===== config.mk =====
export PLATFORM = sky130hd
export DESIGN_NAME = pipe_stage_reg
export DESIGN_NICKNAME = d
export VERILOG_FILES = /design/src/rtl/pipe_stage_reg.sv
export SDC_FILE = /design/constraint.sdc
export NUM_CORES = 1
export LEC_CHECK = 0
export BUFFER_PORTS_ARGS = -buffer_cell sky130_fd_sc_hd__buf_2
export CORE_MARGIN = 1.5
export CORE_UTILIZATION = 49
export DETAILED_ROUTE_END_ITERATION = 10
export HOLD_SLACK_MARGIN = 0.12
export PLACE_DENSITY = 0.89
export SETUP_SLACK_MARGIN = 0.05
export SKIP_CTS_REPAIR_TIMING = 1
export SLEW_MARGIN = 15
export SYNTH_ARGS = -nofsm -noshare
export SYNTH_HDL_FRONTEND = slang
export SYNTH_SLANG_ARGS = --single-unit

===== constraint.sdc =====
create_clock -name clk -period 1.9 [get_ports clk]
set_clock_uncertainty 0.15 [all_clocks]
set_input_delay 0.19 -clock clk [delete_from_list [all_inputs] [get_ports clk]]
set_output_delay 0.19 -clock clk [all_outputs]
set_load 0.05 [all_outputs]

===== src/rtl/pipe_stage_reg.sv =====
// pipe_stage_reg: valid/ready pipeline stage with optional skid entry, flush and stall counter
module pipe_stage_reg #(
  parameter int DATA_W  = 160,
  parameter int CTRL_W  = 16,
  parameter bit SKID_EN = 1'b1,
  parameter int CNT_W   = 16
) (
  input  logic              clk,
  input  logic              rst_n,
  input  logic              in_valid,
  output logic              in_ready,
  input  logic [DATA_W-1:0] in_data,
  input  logic [CTRL_W-1:0] in_ctrl,
  output logic              out_valid,
  input  logic              out_ready,
  output logic [DATA_W-1:0] out_data,
  output logic [CTRL_W-1:0] out_ctrl,
  input  logic              flush,
  input  logic              cnt_clr,
  output logic [1:0]        occ,
  output logic [CNT_W-1:0]  stall_cnt
);
  logic              head_valid, skid_valid;
  logic [DATA_W-1:0] head_data, skid_data;
  logic [CTRL_W-1:0] head_ctrl, skid_ctrl;
  logic              head_valid_n, skid_valid_n;
  logic [DATA_W-1:0] head_data_n, skid_data_n;
  logic [CTRL_W-1:0] head_ctrl_n, skid_ctrl_n;
  logic              push, pop;
  // with the skid entry, readiness comes from registered state only, cutting the out_ready path
  always_comb begin
    in_ready  = SKID_EN ? !skid_valid : (!head_valid || out_ready);
    push      = in_valid && in_ready;
    pop       = head_valid && out_ready;
    out_valid = head_valid;
    out_data  = head_data;
    out_ctrl  = head_valid ? head_ctrl : '0;
    occ       = {1'b0, head_valid} + {1'b0, skid_valid};
  end
  // next-state of head/skid; flush squashes ctrl and validity but keeps data
  always_comb begin
    head_valid_n = head_valid;
    head_data_n  = head_data;
    head_ctrl_n  = head_ctrl;
    skid_valid_n = skid_valid;
    skid_data_n  = skid_data;
    skid_ctrl_n  = skid_ctrl;
    if (flush) begin
      head_valid_n = 1'b0;
      skid_valid_n = 1'b0;
      head_ctrl_n  = '0;
      skid_ctrl_n  = '0;
    end else if (skid_valid && pop) begin
      head_data_n  = skid_data;
      head_ctrl_n  = skid_ctrl;
      skid_valid_n = 1'b0;
    end else if (push && (!head_valid || pop)) begin
      head_valid_n = 1'b1;
      head_data_n  = in_data;
      head_ctrl_n  = in_ctrl;
    end else if (push && SKID_EN) begin
      skid_valid_n = 1'b1;
      skid_data_n  = in_data;
      skid_ctrl_n  = in_ctrl;
    end else if (pop) begin
      head_valid_n = 1'b0;
    end
  end
  // storage registers, cleared asynchronously
  always_ff @(posedge clk or negedge rst_n) begin
    if (!rst_n) begin
      head_valid <= 1'b0;
      head_data  <= '0;
      head_ctrl  <= '0;
      skid_valid <= 1'b0;
      skid_data  <= '0;
      skid_ctrl  <= '0;
    end else begin
      head_valid <= head_valid_n;
      head_data  <= head_data_n;
      head_ctrl  <= head_ctrl_n;
      skid_valid <= skid_valid_n;
      skid_data  <= skid_data_n;
      skid_ctrl  <= skid_ctrl_n;
    end
  end
  // saturating count of stalled cycles; clear wins over increment, flush does not touch it
  always_ff @(posedge clk or negedge rst_n) begin
    if (!rst_n) stall_cnt <= '0;
    else if (cnt_clr) stall_cnt <= '0;
    else if (head_valid && !out_ready && stall_cnt != '1) stall_cnt <= stall_cnt + CNT_W'(1);
  end
endmodule

==> results.ini <==
[pwr]
clkPwrFrac_pct=29.2
combPwrFrac_pct=29.0
seq_power_share_pct=41.8
p_sw_share_pct=36.3
p_per_area_nw_per_um2=1120
internal_power_mw=17.0
p_leak_nw=11.6
p_sw_mw=9.71
ir_worst_vdd_mv=1.01

[die]
die_area_um2=33300
num_io_pins=378
start_util_pct=49.9
core-area_um2=31600
fp-row-count=65
die_w_um=182
die_y_um=182

[clock_network]
path_clk_slew_ps=70
cts_tree=yes
clock_sinks=370
cts_inserted_buffers=39
clk_latency_ps=530
clock-root-buffer=clkbuf_16
htree_levels=2
clk_path_buf_depth=3

[layout]
nets=2112
area_delta_synth_final_pct=51.1
final_core_util_pct=75.4
fillCellCount=1670
drive_gt1_share_pct=43.5

[global_routing]
grt_pass1_vias=12200
grt_use_total_pct=23.5
grt_pass1_wl_um=62900
grt_overflow=0
grt_max_degree=67
antenna_found_initial=3

[synthesis]
synth_xor_area_share_pct=0.0555
ys_warn_count=0
netlist_area_um2=15800
synth_fp_nets=1482
synth-seq-cells=370
syn-instance-count=1298
synth_mux_area_share_pct=23.0
synth_top_family_by_area=multiplexers
synth_cell_types=37
synthSimpleGateAreaFrac_pct=7.61
yosysSeqAreaShare_pct=58.7
synth_compound_area_share_pct=7.39
synth_fa_ha_area_share_pct=0.159
synth.avg_cell_area_um2=12.2

[sta]
tightest_slew_ps=475
hold_viol_final=0
max_freq_mhz=475
finalWorstSetupSlack_ps=-207
relSlewSlack_pct=67.4
hold_slack_ps=138
rsz0062_at_grt=yes
finalSetupViolCount=98
drv_slew=0
fin_crit_ps=2110
finalCritPeriodShare_pct=111

[routing]
avgViaCountPerCell=5.97
ant_nets=0
drtIter0Drc=995
routedWlPerCell_um=25.1
drc=0
routed-via-count=14100
wl_um=59200
firstDrtPassIters=6

[critical_path]
cp-start-kind=flip-flop
arrival_ps=2350
worstSetupPathType=flip-flop to flip-flop
cp-end-kind=flip-flop
required_ps=2150
cp_max_fo=7

[worst_hold_path]
hold_path_class=primary input to flip-flop

[placed_design]
gp_congestion=0.847
pre_cts_slack_ps=-61.9
post-dp-hpwl_um=27500
port_buffers=377

[outcome]
status=finished, violations left
violations=negative setup slack

[job]
drv_cap=0

## cell usage in the layout (no fill, tap or decap), types with 20 or more instances in the layout
master / count
buf_2: 359
dfrtp_1: 352
dlygate4sd3_1: 181
mux2i_1: 177
a21oi_1: 98
a21oi_2: 88
mux2_1: 83
nor2_4: 73
nor2_1: 72
mux2_2: 63
clkbuf_16: 61
nand2_1: 53
buf_12: 39
buf_4: 37
nor2_2: 22
o31ai_1: 20
## critical path: stages (launching register included)
cell       delay [ps]
dfrtp_2           440
nor2b_4           150
buf_6             130
nor3b_4           270
buf_12            190
buf_12            160
clkbuf_16         180
nor2_4             40
a21oi_2           250
## Yosys cell counts (all sizes together)
master | n | area [um2]
nand3 | 7 | 47.6
and4 | 2 | 17.5
or4 | 3 | 22.5
o21bai | 1 | 7.51
nor4 | 2 | 12.5
nand2 | 53 | 199
o31ai | 20 | 150
buf | 71 | 424
nor3 | 4 | 20.0
xor2 | 1 | 8.76
and3 | 3 | 18.8
mux2 | 165 | 1860
ha | 2 | 25.0
a21oi | 186 | 931
nand2b | 1 | 6.26
mux2i | 177 | 1770
o41ai | 2 | 25.0
nor3b | 1 | 12.5
nor4bb | 1 | 10.0
or3 | 5 | 31.3
o31a | 1 | 8.76
nor2b | 6 | 37.5
dfrtp | 370 | 9260
and2 | 16 | 100
o211ai | 1 | 7.51
nand4 | 4 | 31.3
clkbuf | 16 | 60.1
inv | 3 | 11.3
nor2 | 167 | 634
o21ai | 6 | 30.0
a211oi | 1 | 7.51
## layout make-up
| class | count | area [um2] | share of cell area (%) |
|---|---|---|---|
| clock inverters | 12 | 93.8 | 0.393 |
| well taps | 402 | 503 | 2.11 |
| multi-input cells | 838 | 7080 | 29.7 |
| diodes | 2 | 5.00 | 0.0210 |
| flip-flops and latches | 370 | 9280 | 38.9 |
| inverters | 3 | 15.0 | 0.0629 |
| repair buffers | 676 | 5670 | 23.8 |
| clock buffers | 59 | 1200 | 5.05 |
## cells by family after synthesis
kind of cell             count (synthesis)
XOR/XNOR                                 1
AND/OR/NAND/NOR                        275
AO/OA/AOI/OAI                          218
multiplexers                           342
flip-flops                             370
adder cells (fa/ha/maj)                  2
buffers and inverters                   90
## worst paths after layout
path / to / cells past startpoint / from / slack, ps
max: out_data[42]$_DFFE_PN0P_ / 8 / out_valid$_DFFE_PN0P_ / -210
min in group asynchronous: out_data[116]$_DFFE_PN0P_ / 3 / rst_n / 570
min: skid_ctrl[9]$_DFFE_PN0P_ / 3 / flush / 140
max reg2reg: out_data[42]$_DFFE_PN0P_ / 8 / out_valid$_DFFE_PN0P_ / -210
min reg2reg: head_ctrl[10]$_DFFE_PN0P_ / 2 / head_ctrl[10]$_DFFE_PN0P_ / 320
max in group asynchronous: skid_data[139]$_DFFE_PN0P_ / 4 / rst_n / 220
## power by group through the flow
stage          combinational, mW  sequential (mW)  clock, mW
3_5_place_dp                6.14             10.8          0
2_1_floorplan               1.96             13.0          0
3_3_place_gp                5.90             10.7          0
4_1_cts                     6.18             10.7       7.73
6_report                    7.74             11.2       7.80
5_1_grt                     8.05             11.3       8.17
## metal layers
layer  part of all wire, %  GRT usage, %  routed length, um
met2                    52          41.0              30500
met1                    34          27.4              20000
met5                 0.020             0                 12
met3                   7.0          4.89               4150
met4                   7.6          11.7               4490
## state kept, by name, summed over array words and instances, names as in the netlist
| name | cells |
|---|---|
| head_ctrl | 16 |
| out_data | 160 |
| out_valid | 1 |
| skid_ctrl | 16 |
| skid_data | 160 |
| skid_valid | 1 |
| stall_cnt | 16 |
## metrics by stage
step,power (mW),instance area (um2),instances,TNS [ps]
floorplan,14.9,15800,1298,-17760
global placement,16.6,18700,2067,-13.6
detailed placement,16.9,18700,2067,-6270
CTS,24.6,20000,2138,-10670
global route,27.5,23900,2361,-11760
finish,26.7,23900,2362,-4320
Note: power is estimated with default switching activity, not from simulation.
